### src/rtl/dt_control_if.sv
// -----------------------------------------------------------------------------
// dt_control_if
// Bundles the button inputs and the dt / status outputs of dt_control.
//   btn       : raw buttons, active-high, asynchronous; [0]=decrease, [1]=increase
//   dt        : signed integration step, registered
//   dtChanged : one-cycle pulse when dt takes a new value
//   led       : [0] dt==dtMin, [1] dt==dtMax, [3:2] two bits below the sign of dt
// Modports: master drives btn (board / testbench side), slave is dt_control.
// -----------------------------------------------------------------------------
interface dt_control_if #(
    parameter int dtBits = 20
);
    logic [1:0]               btn;
    logic signed [dtBits-1:0] dt;
    logic                     dtChanged;
    logic [3:0]               led;

    modport master (output btn, input dt, dtChanged, led);
    modport slave  (input btn, output dt, dtChanged, led);
endinterface

### src/rtl/dt_control.sv
// -----------------------------------------------------------------------------
// dt_control
// Turns two board buttons into the integration step dt for the Lorenz
// integrator. Each button passes through a 2-FF synchroniser, a counter
// debouncer and a rising-edge detector; the resulting step events drive a
// saturating increment / decrement / restore update of the dt register.
//
// Ports:
//   clk   : system clock
//   rstN  : asynchronous active-low reset, released synchronously to clk
//   bus   : dt_control_if.slave (btn in; dt, dtChanged, led out)
//
// Optional feature, macro HOLD_REPEAT_EN:
//   defined   - a button held alone auto-repeats its step event repeatDelay
//               cycles after the press event, then every repeatPeriod cycles.
//   undefined - exactly one step event per press; no repeat logic is built.
// -----------------------------------------------------------------------------
module dt_control #(
    parameter int dtBits         = 20,
    parameter int dtInit         = 429497,
    parameter int dtMin          = 4295,
    parameter int dtMax          = 524287,
    parameter int dtStep         = 4295,
    parameter int debounceCycles = 120000
`ifdef HOLD_REPEAT_EN
    ,
    parameter int repeatDelay    = 6000000,
    parameter int repeatPeriod   = 600000
`endif
) (
    input  logic         clk,
    input  logic         rstN,
    dt_control_if.slave  bus
);

    // ---------------------------------------------------------------------
    // Types and constants
    // ---------------------------------------------------------------------
    localparam int CNT_W = $clog2(debounceCycles) + 1;

    typedef logic [CNT_W-1:0]         cnt_t;
    typedef logic signed [dtBits-1:0] dt_t;
    typedef logic signed [dtBits:0]   wide_t;   // one guard bit for over/underflow
    typedef enum logic {IDLE, APPLY} state_t;

    localparam cnt_t  DB_LAST = cnt_t'(debounceCycles - 1);
    localparam dt_t   DT_INIT = dt_t'(dtInit);
    localparam dt_t   DT_MIN  = dt_t'(dtMin);
    localparam dt_t   DT_MAX  = dt_t'(dtMax);
    localparam wide_t STEP_W  = wide_t'(dtStep);
    localparam wide_t MIN_W   = wide_t'(dtMin);
    localparam wide_t MAX_W   = wide_t'(dtMax);

    if (!(dtMin <= dtInit && dtInit <= dtMax &&
          longint'(dtMax) < (longint'(1) << (dtBits - 1)) && dtStep > 0))
    begin : g_bad_dt_params
        $error("dt_control: need dtMin <= dtInit <= dtMax < 2^(dtBits-1) and dtStep > 0");
    end

    function automatic logic [3:0] led_of(dt_t v);
        return {v[dtBits-2 -: 2], v == DT_MAX, v == DT_MIN};
    endfunction

    // ---------------------------------------------------------------------
    // State
    // ---------------------------------------------------------------------
    logic [1:0]            sync1_q, sync2_q;
    logic [1:0]            stable_q, stable_d;
    logic [1:0]            stable_dly_q;
    logic [1:0][CNT_W-1:0] db_cnt_q, db_cnt_d;
    logic [1:0]            warm_q;              // sync pipeline holds real samples
    logic [1:0]            armed_q, armed_d;    // button seen released since reset
    logic [1:0]            press_evt, evt;
    logic                  restore;

    state_t                state_q, state_d;
    dt_t                   dt_q, dt_d;
    logic                  dt_changed_q, dt_changed_d;
    logic [3:0]            led_q, led_d;
    wide_t                 sum, diff;

    // ---------------------------------------------------------------------
    // Debounce and press-event detection
    // ---------------------------------------------------------------------
    // NOTE: every variable assigned in an always_comb gets a default first,
    // so no path can leave it unassigned and infer a latch.
    always_comb begin
        stable_d  = stable_q;
        db_cnt_d  = '0;
        armed_d   = armed_q;
        press_evt = '0;
        for (int i = 0; i < 2; i++) begin
            if (sync2_q[i] != stable_q[i]) begin
                if (db_cnt_q[i] == DB_LAST) begin
                    stable_d[i] = sync2_q[i];
                end else begin
                    db_cnt_d[i] = db_cnt_q[i] + 1'b1;
                end
            end
            // A button held through reset must be released before it can
            // generate events; a level that rises while unarmed is ignored.
            if (warm_q[1] && !sync2_q[i] && !stable_q[i]) begin
                armed_d[i] = 1'b1;
            end
            press_evt[i] = stable_q[i] & ~stable_dly_q[i] & armed_q[i];
        end
    end

`ifdef HOLD_REPEAT_EN
    // ---------------------------------------------------------------------
    // Auto-repeat: counts cycles since the last event while exactly one
    // button is held. rep_started_q selects the initial delay or the period.
    // ---------------------------------------------------------------------
    localparam int REP_MAX = (repeatDelay > repeatPeriod) ? repeatDelay : repeatPeriod;
    localparam int REP_W   = $clog2(REP_MAX + 1) + 1;
    typedef logic [REP_W-1:0] rep_t;
    localparam rep_t REP_DELAY  = rep_t'(repeatDelay);
    localparam rep_t REP_PERIOD = rep_t'(repeatPeriod);

    logic [1:0][REP_W-1:0] rep_cnt_q, rep_cnt_d;
    logic [1:0]            rep_started_q, rep_started_d;
    logic [1:0]            rep_evt;
    logic                  only_one;

    always_comb begin
        only_one      = stable_q[0] ^ stable_q[1];
        rep_evt       = '0;
        rep_cnt_d     = rep_cnt_q;
        rep_started_d = rep_started_q;
        for (int i = 0; i < 2; i++) begin
            rep_evt[i] = armed_q[i] & only_one & stable_q[i] &
                         (rep_cnt_q[i] == (rep_started_q[i] ? REP_PERIOD : REP_DELAY));
            if (!(armed_q[i] && only_one && stable_q[i]) || restore) begin
                rep_cnt_d[i]     = '0;
                rep_started_d[i] = 1'b0;
            end else if (rep_evt[i]) begin
                // The event cycle itself is cycle 0 of the next period.
                rep_cnt_d[i]     = rep_t'(1);
                rep_started_d[i] = 1'b1;
            end else begin
                rep_cnt_d[i]     = rep_cnt_q[i] + 1'b1;
            end
        end
    end

    always_ff @(posedge clk or negedge rstN) begin
        if (!rstN) begin
            rep_cnt_q     <= '0;
            rep_started_q <= '0;
        end else begin
            rep_cnt_q     <= rep_cnt_d;
            rep_started_q <= rep_started_d;
        end
    end

    assign evt = press_evt | rep_evt;
`else
    assign evt = press_evt;
`endif

    // ---------------------------------------------------------------------
    // Update FSM: a step event computes and writes dt at once (IDLE->APPLY);
    // APPLY is the cycle in which the new dt is visible, and it refreshes
    // the LED register from it.
    // ---------------------------------------------------------------------
    always_comb begin
        state_d      = IDLE;
        dt_d         = dt_q;
        dt_changed_d = 1'b0;
        led_d        = led_q;
        sum          = wide_t'(dt_q) + STEP_W;
        diff         = wide_t'(dt_q) - STEP_W;
        // Pressing one button while the other is held (or both together)
        // returns dt to its initial value.
        restore      = (evt[0] & (evt[1] | stable_q[1])) | (evt[1] & stable_q[0]);

        case (state_q)
            IDLE:    ;
            APPLY:   led_d = led_of(dt_q);
            default: ;
        endcase

        if (|evt) begin
            state_d = APPLY;
            if (restore) begin
                dt_d = DT_INIT;
            end else if (evt[1]) begin
                dt_d = (sum > MAX_W) ? DT_MAX : dt_t'(sum);
            end else begin
                dt_d = (diff < MIN_W) ? DT_MIN : dt_t'(diff);
            end
        end
        dt_changed_d = (dt_d != dt_q);
    end

    // NOTE: sequential state uses non-blocking assignments so every flop
    // samples the pre-edge value regardless of statement order.
    always_ff @(posedge clk or negedge rstN) begin
        if (!rstN) begin
            sync1_q      <= '0;
            sync2_q      <= '0;
            stable_q     <= '0;
            stable_dly_q <= '0;
            db_cnt_q     <= '0;
            warm_q       <= '0;
            armed_q      <= '0;
            state_q      <= IDLE;
            dt_q         <= DT_INIT;
            dt_changed_q <= 1'b0;
            led_q        <= led_of(DT_INIT);
        end else begin
            sync1_q      <= bus.btn;
            sync2_q      <= sync1_q;
            stable_q     <= stable_d;
            stable_dly_q <= stable_q;
            db_cnt_q     <= db_cnt_d;
            warm_q       <= {warm_q[0], 1'b1};
            armed_q      <= armed_d;
            state_q      <= state_d;
            dt_q         <= dt_d;
            dt_changed_q <= dt_changed_d;
            led_q        <= led_d;
        end
    end

    assign bus.dt        = dt_q;
    assign bus.dtChanged = dt_changed_q;
    assign bus.led       = led_q;

endmodule

### src/flat_wrapper.sv
// flat-port wrapper written by rule: the top's interface ports become plain ports
module dt_control_flat 
#(
    parameter int dtBits         = 20,
    parameter int dtInit         = 429497,
    parameter int dtMin          = 4295,
    parameter int dtMax          = 524287,
    parameter int dtStep         = 4295,
    parameter int debounceCycles = 120000

)
  (clk, rstN, bus_btn, bus_dt, bus_dtChanged, bus_led);
  dt_control_if #(.dtBits(dtBits)) bus_i ();
  input  logic clk;
  input  logic rstN;
  input wire logic [$bits(bus_i.btn)-1:0] bus_btn;
  output wire logic [$bits(bus_i.dt)-1:0] bus_dt;
  output wire logic [$bits(bus_i.dtChanged)-1:0] bus_dtChanged;
  output wire logic [$bits(bus_i.led)-1:0] bus_led;
  assign bus_i.btn = bus_btn;
  assign bus_dt = bus_i.dt;
  assign bus_dtChanged = bus_i.dtChanged;
  assign bus_led = bus_i.led;
  dt_control #(.dtBits(dtBits), .dtInit(dtInit), .dtMin(dtMin), .dtMax(dtMax), .dtStep(dtStep), .debounceCycles(debounceCycles)) u_core (.clk(clk), .rstN(rstN), .bus(bus_i));
endmodule
### config.mk
export PLATFORM = sky130hd
export DESIGN_NAME = dt_control_flat
export DESIGN_NICKNAME = d
export VERILOG_FILES = /design/src/rtl/dt_control_if.sv /design/src/rtl/dt_control.sv /design/src/flat_wrapper.sv
export SDC_FILE = /design/constraint.sdc
export NUM_CORES = 1
export LEC_CHECK = 0
export ABC_AREA = 1
export ABC_CLOCK_PERIOD_IN_PS = 4800
export BUFFER_PORTS_ARGS = -buffer_cell sky130_fd_sc_hd__buf_2
export CELL_PAD_IN_SITES_DETAIL_PLACEMENT = 0
export CELL_PAD_IN_SITES_GLOBAL_PLACEMENT = 1
export CORE_MARGIN = 5
export CORE_UTILIZATION = 34
export DETAILED_ROUTE_END_ITERATION = 10
export GPL_TIMING_DRIVEN = 0
export HOLD_SLACK_MARGIN = 0.08
export PLACE_DENSITY = 0.74
export RECOVER_POWER = 50
export REMOVE_ABC_BUFFERS = 1
export SYNTH_ARGS = -nofsm -noshare
export SYNTH_HDL_FRONTEND = slang
export SYNTH_SLANG_ARGS = --single-unit
### constraint.sdc
create_clock -name clk -period 4.8 [get_ports clk]
set_input_delay 0.48 -clock clk [delete_from_list [all_inputs] [get_ports clk]]
set_output_delay 0.48 -clock clk [all_outputs]
set_load 0.01 [all_outputs]
After elaboration in Yosys (flattened, before gate mapping)
Cells that the tools add are included.

word-level totals
  register bits = 74

operators by class
  $lt $le $gt $ge = 2
  add/sub/neg operators = 4
  eq/ne operators = 7
  reduce and logical (&&, ||, !) cells = 11
  bitwise logic cells = 10
  muxes and demuxes = 10

operators with widths
  kind                      count
  $mux W20                  5
  $mux W18                  4
  $add A18 B1 Y18 const B   2
  $eq A18 B17 Y1 const B    2
  $add A20 B14 Y21 const B  1
  $gt A21 B20 Y1 const B    1
  $lt A21 B14 Y1 const B    1
  $sub A20 B14 Y21 const B  1
  $eq A20 B14 Y1 const B    1
  $eq A20 B20 Y1 const B    1
  $ne A20 B20 Y1            1
  $and A1 B1 Y1             6
  $logic_and A1 B1 Y1       4
  $logic_not A1 Y1          4
  $reduce_and A2 Y1         2
  $ne A1 B1 Y1              2
  $not A1 Y1                2
  $or A1 B1 Y1              2
  $reduce_or A2 Y1          1
  $mux W1                   1

Longest topological paths before layout
Gate-level depths: netlist of the first run.

  word-level depth = 9
  gate-level depth with buffers = 24
  depth with buffers taken out = 24

Worst setup path before layout of the first run
No wires, ideal clock.

  path kind = register -> register
  start = reg u_core.dt_q[0], in the netlist u_core.bus.dt[0]
  end = reg u_core.dt_changed_q, in the netlist u_core.bus.dtChanged
  stages on the path, launching flop included = 24
  path slack = 2.175 ns
  buffers on the path = 1
  period minus slack after synthesis = 2.625 ns
  data required time = 4.675 ns
  data arrival time = 2.500 ns
  cells stage by stage = dfstp_2 > inv_2 > ha_1 > nor2_2 > nand3_2 > nand2_2 > nand3_2 > nand2_2 > nand2_1 > nand2_1 > nand2_1 > nor2_1 > nand3_1 > nand2_2 > nand3_4 > buf_6 > nand2_2 > nand2_2 > nand2_1 > nand2_1 > nor2_1 > nand2_1 > nor2_1 > nand3_1

between the ends
  cells in the longest elaborated chain, start to end = 7
  elaborated cells between the ends (all ways) = 10

ends and longest elaborated chain
  what                                                         line                                  source
  start, declared                                              dt_control.sv:77                      dt_t dt_q, dt_d;
  start signal, assigned                                       dt_control.sv:220                     dt_q <= dt_d;
  $sub A20 B14 Y21 / $add A20 B14 Y21 (equally long branches)  dt_control.sv:172, dt_control.sv:171
  $lt A21 B14 Y1 / $gt A21 B20 Y1 (equally long branches)      dt_control.sv:190, dt_control.sv:188
  $mux W20 (on tied branches)                                  dt_control.sv:190, dt_control.sv:188
  $mux W20                                                     dt_control.sv:187                     end else if (evt[1]) begin
  $mux W20                                                     dt_control.sv:185                     if (restore) begin
  $mux W20                                                     dt_control.sv:183                     if (|evt) begin
  $ne A20 B20 Y1 *                                             dt_control.sv:193                     dt_changed_d = (dt_d != dt_q);
  via u_core.dt_changed_d                                      dt_control.sv:78                      logic dt_changed_q, dt_changed_d;
  end signal, assigned                                         dt_control.sv:221                     dt_changed_q <= dt_changed_d;
  end, declared                                                dt_control.sv:78

Mark *: on every way through the listed nets, which the timed path passes. The rest lies on a longest branch.
A chain may end at the register's enable or synchronous reset.

Worst setup path in the final report of the first run
  start = reg u_core.stable_q[1]
  end = reg u_core.dt_changed_q, in the netlist u_core.bus.dtChanged

between the ends
  cells in the longest elaborated chain, start to end = 8
  elaborated cells between the ends (all ways) = 11

ends and longest elaborated chain
  what                         line               source
  start, declared              dt_control.sv:68   logic [1:0] stable_q, stable_d;
  start signal, assigned       dt_control.sv:214  stable_q <= stable_d;
  $and A1 B1 Y1 (2 in series)  dt_control.sv:105  press_evt[i] = stable_q[i] & ~stable_dly_q[i] & armed_q[i];
  $or A1 B1 Y1                 dt_control.sv:175  restore = (evt[0] & (evt[1] | stable_q[1])) | (evt[1] & stable_q[0]);
  $and A1 B1 Y1                dt_control.sv:175
  $or A1 B1 Y1                 dt_control.sv:175
  $mux W20                     dt_control.sv:185
  $mux W20 *                   dt_control.sv:183
  $ne A20 B20 Y1 *             dt_control.sv:193
  via u_core.dt_changed_d      dt_control.sv:78

Marks and branches as above.

==> results of run 1 <==
## worst min-delay path by stage
stage | from | endpoint | slack, ns
floorplan | rstN | u_core.armed_q[0] | 0.18
global placement | u_core.warm_q[0] | u_core.warm_q[1] | 0.33
detailed placement | u_core.sync1_q[0] | u_core.sync2_q[0] | 0.33
CTS | rstN | u_core.db_cnt_q[32] | 0.1
global route | bus_btn[0] | u_core.sync1_q[0] | 0.23
finish | bus_btn[1] | u_core.sync1_q[1] | 0.24
## state kept, by name (all words and copies together) (netlist names)
name	count
u_core.sync1_q	2
u_core.bus.dtChanged	1
u_core.db_cnt_q	36
u_core.state_q	1
u_core.armed_q	2
u_core.bus.dt	20
u_core.bus.led	4
u_core.stable_dly_q	2
u_core.sync2_q	2
u_core.stable_q	2
u_core.warm_q	2
## per-stage QoR
| stage | hold WS, ns | area [um2] | power, mW |
|---|---|---|---|
| floorplan | 0.184 | 5310 | 0.658 |
| global placement | 0.332 | 5720 | 0.676 |
| detailed placement | 0.335 | 5750 | 0.679 |
| CTS | 0.0969 | 6060 | 1.41 |
| global route | 0.227 | 6040 | 1.44 |
| finish | 0.240 | 6040 | 1.38 |
## cell type report
cell class	instances	area (um2)	area share
Clock buffer	10	239	0.0396
Clock inverter	6	73.8	0.0122
Inverter	110	415	0.0688
Multi-Input combinational cell	621	3030	0.502
Sequential cell	74	1870	0.309
Tap cell	216	270	0.0447
Timing Repair Buffer	29	143	0.0236
## cells in the mapped netlist, drive strengths merged, types with 4 or more instances
cell type	number	area share
a21oi	38	0.037
buf	14	0.023
clkbuf	9	0.0062
dfrtp	61	0.28
dfstp	13	0.062
ha	4	0.0092
inv	110	0.076
nand2	253	0.18
nand3	108	0.11
nand4	9	0.010
nor2	122	0.098
nor3	18	0.019
nor3b	5	0.0069
nor4	5	0.0057
o21a	5	0.0069
o21ai	26	0.024
xnor2	5	0.0080
xor2	10	0.016
## per-layer routing
metal	global-route usage	wire, um	share of wire
met5	0	0	0
met4	0.0538	265	0.017
met3	0.0268	809	0.051
met2	0.283	7300	0.46
met1	0.243	7450	0.47
## logic make-up (layout without fill, tap and decap cells)
| family | Yosys count | in the layout |
|---|---|---|
| simple gates | 523 | 524 |
| buf+inv | 133 | 155 |
| compound gates | 77 | 77 |
| other cells | 1 | 1 |
| xor+xnor | 15 | 15 |
| flops | 74 | 74 |
| fa+ha+maj | 4 | 4 |
## power groups by stage
stage	combinational [mW]	sequential [mW]	clock, mW
detailed placement	0.0333	0.646	0
global placement	0.0302	0.646	0
CTS	0.0335	0.635	0.739
global route	0.0356	0.635	0.771
floorplan	0.0128	0.645	0
finish	0.0287	0.635	0.720
==> results by stage, run 1 <==
Status:
- The run finished, with violations left.
- The final reports fail on max-capacitance violations, max-slew violations.

Timing:
- Setup repair after global routing left no endpoint under its margin.
- Counting I/O delays and the setup requirement, the final critical path takes 4.32 ns.
- The actual transition at the worst max-transition pin is 2.32 ns.
- In this run the tightest slew margin relative to its limit is -0.547.
- The total count of max-transition violations in the final report is 77.
- The worst path setup slack after routing is 0.483 ns.
- The final hold violation count is 0.
- The final setup violation count is 0.
- Derived from the worst setup path, the maximum achievable clock frequency is about 0.23 GHz.
- For the final routed database, the setup TNS stands at 0 ns.
- In the finished design, the share of the clock period the worst path needs comes to 0.899.
- Between clock sinks in the finished design, the worst skew comes to 0.00759 ns.

Placement:
- The post-placement worst setup slack is about 0.18 ns.
- The instance count after placement with tap cells included is 1,049.
- The placer's final routability congestion estimate is roughly 0.88.
- The count of buffers added on input and output ports is 28.
- The sum of net half-perimeters after detailed placement is between 10,000 and 15,000 um.

Clock network:
- The number of resized instances in the post-cts repair step is 0.
- For the worst-skew pair, the clock arrives at the later sink with an insertion delay of 0.34 ns.
- The clock net in this run drives a total of 74 sinks.
- The count of hold buffers inserted by post-cts repair is 0.
- The number of buffers created by CTS is 9.
- CTS built an H-tree with a depth of 3.
- Clock-pin slew was measured on the worst setup and hold paths at 0.06 ns.
- TritonCTS built the clock tree.
- The number of setup buffers added after CTS is 0.
- The maximum number of buffers from clock root to sink is 2.
- The root buffer cell is clkbuf_16.

Logic synthesis:
- The synthesized area per cell is 6.61 um2.
- The proportion of synthesized chip area in sequential cells is 0.342.
- The gate count after technology mapping is 827.
- Yosys printed 0 warnings.
- The simple-gate share of the synthesized area is 0.435.
- In this run, synthesis inferred 0 flip-flops with an integrated enable.
- The dominant combinational cell family by area after synthesis is simple AND/OR/NAND/NOR gates.
- The multiplexer fraction of the synthesized cell area is 0.
- The adder and majority gate portion of the synthesized area is 0.00915.
- In this run the cell area of the synthesized design comes to 0.00547 mm2.
- The register bit count reported by yosys is between 70 and 80.
- The number of distinct library cells after synthesis is between 40 and 50.
- The xor/xnor share of the synthesized area is 0.0240.
- The primary flip-flop cell chosen by synthesis mapping is dfrtp_1.
- The share of the synthesized area in compound gates (AO/OA/AOI/OAI) is 0.0835.
- After synthesis, the share of flip-flops with an asynchronous set or reset is 1.00.

Finish:
- The commonest non-fill, non-tap cell in the layout is nand2_1.
- The top cell types in the final layout, fill and taps aside, are nand2_1, nor2_1, nand3_1, inv_1, dfrtp_1.
- In the final design database the tool counted 853 nets.
- The final non-filler cell total is 1,066.
- Of the cells placed in the final design, the portion with a size suffix greater than 1 is 0.142.
- The number of antenna diodes is 0.
- For this run, the share of the core covered by cells in the final layout is 0.382.
- The area growth from synthesis to final layout is 10.5%.
- After filler insertion, the fill cell instance count of the layout stands at roughly 1,700.

Global routing:
- The global-route wire length before repair is 25,600 um.
- Entering global routing, the biggest net connects 44 pins.
- The overall track demand over capacity in global routing is 0.176.
- The number of global-route vias before repair came to around 4,800.
- The leftover overflow at the end of global routing is 0.
- The initial antenna violation count is 0.

Power:
- Dividing total power by cell area gives a power density of 229 mW/mm2.
- Of the total power, the clock network draws 0.520.
- The maximum vdd drop is 156 uV.
- The internal portion of total power is roughly 1.1 mW.
- The total leakage power is 3.03 nW.
- The sequential share of power is 0.459.
- The switching share of power is 0.233.
- The net switching component of the power is 0.323 mW.
- Of the total power, combinational logic draws 0.021.

Worst setup path:
- The standard cell with the maximum stage delay on the critical path is nor3_4.
- Data arrives at the worst endpoint at about 4.5 ns.
- The count of cell instances traversed by the critical path is 14.
- The nature of the critical path startpoint is a flop.
- The highest fanout seen on the critical path is 28.
- On the critical path the largest part of the delay comes from simple AND/OR/NAND/NOR gates.
- The worst setup path is of the reg2reg kind.
- The critical path contains buffers and inverters numbering 3 combined.
- The launch point of the worst path is u_core.stable_q[1].
- The endpoint identified for the worst register-to-register timing path is u_core.bus.dtChanged.
- The largest single stage delay on the critical path is 0.63 ns.
- The worst endpoint required time is 5.00 ns.
- STA classifies the critical path endpoint as a flop.
- Walking the worst path, the cells encountered are inv_2 > nor3_4 > inv_2 > nand2_2 > inv_2 > nor2_4 > a21boi_2 > nand3_1 > nand3_1 > nand2_1 > nor2_1 > nand2_1 > nor2_1 > nand3_1.
- The startpoint of the worst-slack reg-to-reg timing path is u_core.stable_q[1].
- Measured in cells, the most critical reg-to-reg path has a length of 14.
- Across all register-to-register paths, the minimum setup slack is around 0.48 ns.
- The capturing element of the worst setup path is u_core.bus.dtChanged.

Drt:
- The total vias in the final route is 5,268.
- The detailed-route DRC error count is 0.
- In the routed layout, each cell is associated on average with a via count of 4.94.
- The total iterations of the first detailed-routing run is 5.
- The detailed router finished its first iteration with approximately 480 violations.
- The post-route antenna net violation count is 0.
- The total routed wirelength is 15,800 um.
- The detailed-route wire length per cell is around 15 um.

Floorplan:
- The starting density of the core is 0.345.
- The core region is between 0.015 and 0.02 mm2.
- The number of standard-cell rows in the floorplan is 46.
- The die is 137 um tall.
- In this run the count of I/O pins placed on the die edge is 29.
- The floorplan die area is between 0.015 and 0.02 mm2.
- Measured along the x axis, the die boundary spans between 100 and 150 um.

Worst hold path:
- The depth of the worst hold-timing path is 1.
- The worst hold path belongs to the class in2reg.

Run:
- Across the run, the number of max-cap violations was 2.
(Power assumes the default switching activity.)
==> inputs of run 2 (changes only) <==
--- a/config.mk
+++ b/config.mk
@@ -8,14 +8,14 @@
 export ABC_AREA = 1
 export ABC_CLOCK_PERIOD_IN_PS = 4800
 export BUFFER_PORTS_ARGS = -buffer_cell sky130_fd_sc_hd__buf_2
-export CELL_PAD_IN_SITES_DETAIL_PLACEMENT = 0
-export CELL_PAD_IN_SITES_GLOBAL_PLACEMENT = 1
+export CELL_PAD_IN_SITES_DETAIL_PLACEMENT = 1
+export CELL_PAD_IN_SITES_GLOBAL_PLACEMENT = 2
 export CORE_MARGIN = 5
 export CORE_UTILIZATION = 34
 export DETAILED_ROUTE_END_ITERATION = 10
 export GPL_TIMING_DRIVEN = 0
 export HOLD_SLACK_MARGIN = 0.08
-export PLACE_DENSITY = 0.74
+export PLACE_DENSITY = 0.89
 export RECOVER_POWER = 50
 export REMOVE_ABC_BUFFERS = 1
 export SYNTH_ARGS = -nofsm -noshare
==> run 2 against run 1 <==
The flow still finishes with violations (max-capacitance violations, max-slew violations). Critical path depth down 1. Final cell count unchanged. Clock power grew 1%. Clock skew is 0.0015 ns higher. Count of clock-buffer cells in the layout grew 3. Worst hold slack worse by 0.0014 ns. Global-route usage up 1.9 points. Power grew 0.73%. Die area stayed put. Utilization is essentially flat. Sequential power is essentially flat. Non-clock buffer count did not move.
==> results by stage, run 2 (same netlist as run 1, synthesis figures left out) <==
Status:
- The run finished, with violations left.
- The checks that failed: max-capacitance violations, max-slew violations.

Drt:
- After the first detailed-routing iteration, the DRC count stood at 286.
- The total routed wirelength is 17,400 um.
- Once detail routing completed, the nets flagged for antenna violations numbered 0.
- The total iterations of the first detailed-routing run is 5.
- The detailed-route wire length per cell is between 15 and 20 um.
- Using the TritonRoute via totals, the vias-per-cell ratio works out to 4.99.
- The routed layout has 5,324 vias.
- The detailed-route DRC error count is 0.

Floorplan:
- The number of standard-cell rows in the floorplan is 46.
- The die span in x is 137 um.
- The floorplan die area is 0.0187 mm2.
- The initial utilization of the core area, before any placement, comes to 0.345.
- The floorplan die height is 137 um.
- For this design the top-level I/O count stands at 29.
- In this run the standard cell core region covers around 0.016 mm2.

Worst setup path:
- The worst setup path is launched from a flop.
- The most frequent cell on the critical path is nand3_1.
- The worst setup path is of the reg2reg kind.
- The worst setup path is captured at a flop.
- In this run the worst path has a maximum fanout of 28.
- The standard cell with the maximum stage delay on the critical path is nor3_4.
- The number of buffer and inverter stages on the critical path is 2.
- At the worst endpoint, the required time is 5.01 ns.
- The signal on the critical path passes through nor3_4 > inv_2 > nand2_2 > inv_2 > nor2_4 > a21boi_2 > nand3_1 > nand3_1 > nand2_1 > nor2_1 > nand2_1 > nor2_1 > nand3_1.
- The arrival time reported for the critical path endpoint is 4.56 ns.
- The largest incremental delay on the critical path is 0.60 ns.
- On the critical path the largest part of the delay comes from simple AND/OR/NAND/NOR gates.

Placement:
- At the placement stage, the worst setup path has a slack of 0.0501 ns.
- Port buffering added 28 buffers.
- Detailed placement ended at an HPWL of 12,700 um.
- Summing all placed instances gives a cell area of 0.00575 mm2.
- The placer's final routability congestion estimate is 0.867.

Finish:
- The sequential cell area is 0.00187 mm2.
- The number of antenna diodes in the final layout is 0.
- The summed area of non-filler cells in the final layout is roughly 0.0060 mm2.
- The fraction of layout instances using a drive strength above 1 is 0.140.
- The register with the most flip-flops in the layout has 36 of them.
- The commonest non-fill, non-tap cell in the layout is nand2_1.
- The layout filler cell count is 2,073.
- The final core utilization is 0.381.
- For this run, the post-layout net count is 853.
- From synthesis to final layout, the design area changed by 10.4%.
- The multi-input combinational cell area is 0.00303 mm2.
- The library cells used most frequently in the layout, excluding fill and tap cells, are nand2_1, nor2_1, nand3_1, inv_1, dfrtp_1.
- The largest register by flop count is u_core.db_cnt_q.

Power:
- The sequential share of power is 0.456.
- The fraction of power consumed by the clock network is 0.523.
- The maximum vdd drop is roughly 140 uV.
- The net switching component of the power is 0.322 mW.
- In this run the static leakage power is about 3.0 nW.
- The power share of the combinational group is 0.021.
- The internal power of the cells totals 1.07 mW.
- The switching share of power is 0.231.
- Dividing total power by cell area gives a power density of 231 mW/mm2.

Timing:
- The worst pin sits at a relative slew slack of -0.545.
- The final hold violation count is 0.
- The minimum clock period is around 4.3 ns.
- Across all setup checks in the final design, the least slack found is about 0.45 ns.
- The actual transition at the worst max-transition pin is 2.32 ns.
- Based on the critical path, the design can be clocked at up to 0.230 GHz.
- Setup repair after global routing left no endpoint under its margin.
- The final setup violation count is 0.
- The worst-case hold slack is 0.238 ns.
- The worst clock skew on the final layout is 0.00910 ns.
- In the finished design, the share of the clock period the worst path needs comes to 0.906.
- The total count of max-transition violations in the final report is 77.
- In the final timing run, aggregate negative setup slack is 0 ns.

Clock network:
- For this design, the CTS-stage hold fixing added 0 buffers.
- The tree built by TritonCTS fans out to 74 sinks.
- TritonCTS built the clock tree.
- The maximum number of buffers from clock root to sink is 2.
- The insertion delay of the later-clocked pin in the worst-skew pair is around 0.35 ns.
- The total number of H-tree levels is 3.
- The tree is rooted in a clkbuf_16.
- After clock tree synthesis, the clock-pin slew on the worst setup and hold paths is ~0.060 ns.
- The number of buffers created by CTS is 9.
- The number of gates resized after CTS was 0.
- The number of setup buffers added after CTS is 0.

Worst hold path:
- The min-delay analysis places its worst path in the category in2reg.

Global routing:
- The global-route wire length before repair is approximately 28,000 um.
- The overall track demand over capacity in global routing is 0.194.
- The leftover overflow at the end of global routing is 0.
- The initial antenna violation count is 0.
- The number of global-route vias before repair was 5,391.
- The maximum number of pins on one net before global-route repair is 44.

Run:
- The tool flagged a number of max-cap violations equal to 2.
-- run 2: power groups by stage --
stage,clock network [mW],registers (mW),logic [mW]
2_1_floorplan,0,0.645,0.0128
3_3_place_gp,0,0.646,0.0308
3_5_place_dp,0,0.646,0.0347
4_1_cts,0.746,0.635,0.0347
5_1_grt,0.774,0.636,0.0356
6_report,0.728,0.635,0.0299
-- run 2: worst paths after layout --
path,start,end,slack (ns),cells after the start
min in group asynchronous,rstN,u_core.db_cnt_q[10],0.66,1
max,u_core.stable_dly_q[1],u_core.bus.dtChanged,0.45,13
max in group asynchronous,rstN,u_core.db_cnt_q[24],1.16,2
min,bus_btn[0],u_core.sync1_q[0],0.24,1
max reg2reg,u_core.stable_dly_q[1],u_core.bus.dtChanged,0.45,13
min reg2reg,u_core.sync1_q[0],u_core.sync2_q[0],0.35,0
-- run 2: final cells by class --
| cell class | count | area share |
|---|---|---|
| tap | 216 | 0.0448 |
| timing repair buffer | 29 | 0.0236 |
| multi-input combinational | 621 | 0.502 |
| inverter | 110 | 0.0688 |
| clock inverter | 3 | 0.00767 |
| clock buffer | 13 | 0.0431 |
| sequential | 74 | 0.309 |
-- run 2: stage by stage --
| step | instances | total power [mW] |
|---|---|---|
| floorplan | 804 | 0.658 |
| global placement | 1048 | 0.677 |
| detailed placement | 1049 | 0.681 |
| CTS | 1065 | 1.42 |
| global route | 1066 | 1.45 |
| finish | 1066 | 1.39 |
-- run 2: worst register-to-register path, stage by stage (launching register included) --
cell and delay (ns):
dfrtp_1 0.44, nor3_4 0.60, inv_2 0.40, nand2_2 0.59, inv_2 0.35, nor2_4 0.54
a21boi_2 0.41, nand3_1 0.14, nand3_1 0.09, nand2_1 0.07, nor2_1 0.14, nand2_1 0.09
nor2_1 0.25, nand3_1 0.11
-- run 2: per-layer routing --
metal  wire length [um]  vias up  track usage
li1                   -     2662            -
met2               7900       85        0.306
met1               8620     2561        0.277
met5                  0        -            0
met4                243        0       0.0549
met3                621       16       0.0301
==> inputs of run 3 (changes only) <==
--- a/config.mk
+++ b/config.mk
@@ -5,7 +5,6 @@
 export SDC_FILE = /design/constraint.sdc
 export NUM_CORES = 1
 export LEC_CHECK = 0
-export ABC_AREA = 1
 export ABC_CLOCK_PERIOD_IN_PS = 4800
 export BUFFER_PORTS_ARGS = -buffer_cell sky130_fd_sc_hd__buf_2
 export CELL_PAD_IN_SITES_DETAIL_PLACEMENT = 1
@@ -15,9 +14,10 @@
 export DETAILED_ROUTE_END_ITERATION = 10
 export GPL_TIMING_DRIVEN = 0
 export HOLD_SLACK_MARGIN = 0.08
-export PLACE_DENSITY = 0.89
+export PLACE_DENSITY = 0.83
 export RECOVER_POWER = 50
 export REMOVE_ABC_BUFFERS = 1
+export SETUP_SLACK_MARGIN = 0.05
 export SYNTH_ARGS = -nofsm -noshare
 export SYNTH_HDL_FRONTEND = slang
 export SYNTH_SLANG_ARGS = --single-unit
==> constraint.sdc (replaced) <==
create_clock -name clk -period 4.8 [get_ports clk]
set_input_delay 0.96 -clock clk [delete_from_list [all_inputs] [get_ports clk]]
set_output_delay 0.96 -clock clk [all_outputs]
set_load 0.01 [all_outputs]
==> run 3 against run 2 <==
The run still ends with max-capacitance violations, max-slew violations left. Utilization down 0.32 points. Non-clock buffer count unchanged. Maximum frequency down 9.4%. Clock power up 0.7%. Die area down 4.6%. Design area down 5.5%. Global-route usage up 0.63 points. Highest routed layer unchanged.
==> results by stage, run 3 <==
Logic synthesis:
- In the synthesized netlist, the cells that appear most often are nor2_1, dfrtp_1, nand2_1.
- The most frequent cell after synthesis is nor2_1.
- The share of synthesized area in the top cell type comes to 0.294.
- Counting flops with an async set or reset pin after synthesis yields a share of 1.00.
- By area the synthesized netlist is led by dfrtp_1, dfstp_2, nor2_1.
- The register bit count reported by yosys is 74.
- The proportion of synthesized chip area in sequential cells is 0.359.
- In the synthesized netlist the dominant register cell turns out to be dfrtp_1.
- After technology mapping, the gate count stands at roughly 620.
- The biggest area contributor in the post-synthesis netlist is dfrtp_1.
- After synthesis, the mean cell area works out to roughly 8.3 um2.
- The number of synthesized flops with an enable pin is 0.
- The number of distinct library cells after synthesis is 81.
- In this run the cell area of the synthesized design comes to 0.00520 mm2.
- The Yosys warning count is 0.

Clock network:
- The insertion delay of the later-clocked pin in the worst-skew pair is roughly 0.36 ns.
- TritonCTS built the clock tree.
- The number of sinks on the clock net is 74.
- The maximum number of buffers from clock root to sink is 2.
- In this run the number of H-tree levels came out at 3.
- In this run the clock root is driven by a clkbuf_16.
- The number of setup buffers added after CTS is 0.
- Clock tree synthesis inserted a total of 9 buffers.
- The clock slew at the register clock pins of the worst setup and hold paths is 0.06 ns.

Global routing:
- In the global route stage, met3 resource usage came out at 0.0412.
- The initial antenna violation count is 0.
- In this run the most used layer during global routing was met2.
- The met2 track demand over resource in global routing is 0.314.
- The first global-routing pass estimated approximately 28,000 um of wire.
- Global routing finished with a remaining overflow of 0.
- The overall track demand over capacity in global routing is 0.201.
- The number of global-route vias before repair is about 5,100.
- For this run, global-route usage on met1 was measured as 0.268.
- Entering global routing, the biggest net connects approximately 50 pins.

Drt:
- The detailed-route wire length per cell is 22.0 um.
- For this block, the via count after detailed routing is 4,974.
- The number of DRC markers after the initial detailed-route iteration is 442.
- The post-route antenna net violation count is 0.
- Before antenna repair, the detailed router went through 5 iterations.
- The detailed-route DRC error count is 0.
- The total routed wirelength is about 18,000 um.
- The via density per instance is 6.11.

Power:
- The maximum vdd drop is 164 uV.
- The power density of the placed cells is around 240 mW/mm2.
- In this run the static leakage power is 2.30 nW.

Worst setup path:
- The highest fanout seen on the critical path is 23.
- Setup slack on the worst reg-to-reg path comes out at 0.003 ns.
- In this run the critical register-to-register path is launched from u_core.bus.dt[12].
- The critical path endpoint category is a flop.
- STA puts the critical path data required time at about 5.0 ns.
- The endpoint of the lowest-slack register-to-register path is u_core.bus.dtChanged.
- The nature of the critical path startpoint is a flop.
- For the worst setup path, the data arrival time is 4.98 ns.
- The critical path in this run is classified as reg2reg.
- The worst register-to-register path has a depth of 8.

Timing:
- Headroom to the max-slew limit came out at -0.558.
- Setup violations remaining at the end of the flow were counted as 0.
- At the pin with the least slew margin, the transition time is 2.34 ns.
- Across all setup checks in the final design, the least slack found is 0.00295 ns.
- The total count of max-transition violations in the final report came to 49.
- The worst path in the final design needs a cycle of 4.80 ns, including I/O delays and setup.
- Between clock sinks in the finished design, the worst skew comes to 0.0164 ns.
- The final hold violation count came to 0.
- The final clock period utilization by the worst path is 0.999.
- The sum of negative setup slack is 0 ns.
- For this run, the top clock speed supported by timing is 0.208 GHz.
- Setup repair after global routing left no endpoint under its margin.

Status:
- The run finished, with violations left.
- The final reports fail on max-capacitance violations, max-slew violations.

Finish:
- The library cell used most frequently in the layout, excluding fill and tap cells, is nor2_1.
- The fraction of layout instances using a drive strength above 1 is 0.141.
- The register with the most flip-flops in the layout has 36 of them.
- The number of antenna diodes is 0.
- Once layout is complete, the utilization of the core stands at 0.378.
- The largest register by flop count is u_core.db_cnt_q.
- The area growth from synthesis to final layout is 9.80%.
- In the final design database the tool counted 629 nets.
- The top cell types in the final layout, fill and taps aside, are nor2_1, dfrtp_1, nand2_1, o21ai_0, nand3_1.
- The final non-filler cell total is slightly above 800.

Floorplan:
- The initial utilization of the core area, before any placement, comes to 0.344.
- The die covers approximately 0.018 mm2.
- The core region is 0.0151 mm2.
- The die span in x is 134 um.
- 29 I/O pins were placed.
- Row generation in the floorplan step produced 45 rows.
- Measured along the y axis, the die boundary spans around 130 um.

Placement:
- Prior to clock tree synthesis, the placed netlist has a worst setup slack of 0.118 ns.
- The instance count after placement with tap cells included is roughly 800.
- The sum of net half-perimeters after detailed placement is 12,200 um.
- The number of input and output port buffers inserted is 28.
- The placer's final routability congestion estimate is 0.869.

Worst hold path:
- The path with the worst hold slack has its endpoint at u_core.warm_q[1].
- The depth of the worst hold-timing path is 0.
- The worst hold path belongs to the class reg2reg.
- The startpoint of the lowest-slack hold path is u_core.warm_q[0].

Run:
- The number of maximum-capacitance constraint violations is 1.
==> run 3: logic make-up after synthesis <==
kind of cell,count (synthesis),synth area share
buffers and inverters,60,0.0508
AO/OA/AOI/OAI,163,0.230
other,1,0.000722
multiplexers,7,0.0149
XOR/XNOR,43,0.0725
adder cells (fa/ha/maj),4,0.00963
flip-flops,74,0.359
AND/OR/NAND/NOR,272,0.262
==> run 3: what timing repair did <==
| action | in CTS | in global routing |
|---|---|---|
| hold buffers | 0 | 0 |
| setup endpoints to repair | 0 | 1 |
| resized for setup | 0 | 1 |
==> run 3: critical path: stages, from the launching register on <==
cell	delay [ns]
dfrtp_1	0.69
or3_1	0.63
o311ai_1	0.73
inv_1	0.19
o21ai_1	0.40
nand2_1	0.39
a2111oi_0	0.75
nor4bb_1	0.61
nand4b_1	0.22
==> run 3: cell type report <==
class	instances	area, um2
timing repair buffer	29	151
inverter	16	60.1
sequential	74	1870
clock inverter	7	82.6
clock buffer	9	225
fill	1809	9380
tap	188	235
multi-input combinational	491	3080
==> run 3: layer usage <==
metal  up-vias  share of wire  wire length, um
li1       2275              -                -
met1      2486           0.43             7760
met2       172           0.46             8300
met3        41          0.070             1250
met4         0          0.032              573
met5         -              0                0
==> run 3: worst max-delay path by stage <==
stage,start,to,slack (ns),cells after the start
after global routing,u_core.bus.dt[2],u_core.bus.dtChanged,0.05,10
after detailed placement,u_core.bus.dt[0],u_core.bus.dtChanged,0.12,11
after floorplan,u_core.bus.dt[0],u_core.bus.dtChanged,1.35,11
final,u_core.bus.dt[12],u_core.bus.dtChanged,0.003,8
after CTS,u_core.bus.dt[0],u_core.bus.dtChanged,0.06,11
after global placement,u_core.bus.dt[0],u_core.bus.dtChanged,0.22,11
==> run 3: where the power goes <==
| group | total, mW | switching (mW) | internal, mW |
|---|---|---|---|
| sequential | 0.637 | 0.00628 | 0.631 |
| combinational | 0.0274 | 0.0215 | 0.00591 |
| clock | 0.733 | 0.321 | 0.413 |
| total | 1.40 | 0.348 | 1.05 |
==> run 3: per-stage QoR <==
step	power [mW]	cell area, um2	hold slack, ns
3_5_place_dp	0.680	5400	0.337
5_1_grt	1.45	5710	0.352
4_1_cts	1.41	5710	0.350
2_1_floorplan	0.657	4990	0.331
6_report	1.40	5710	0.347
3_3_place_gp	0.674	5370	0.333
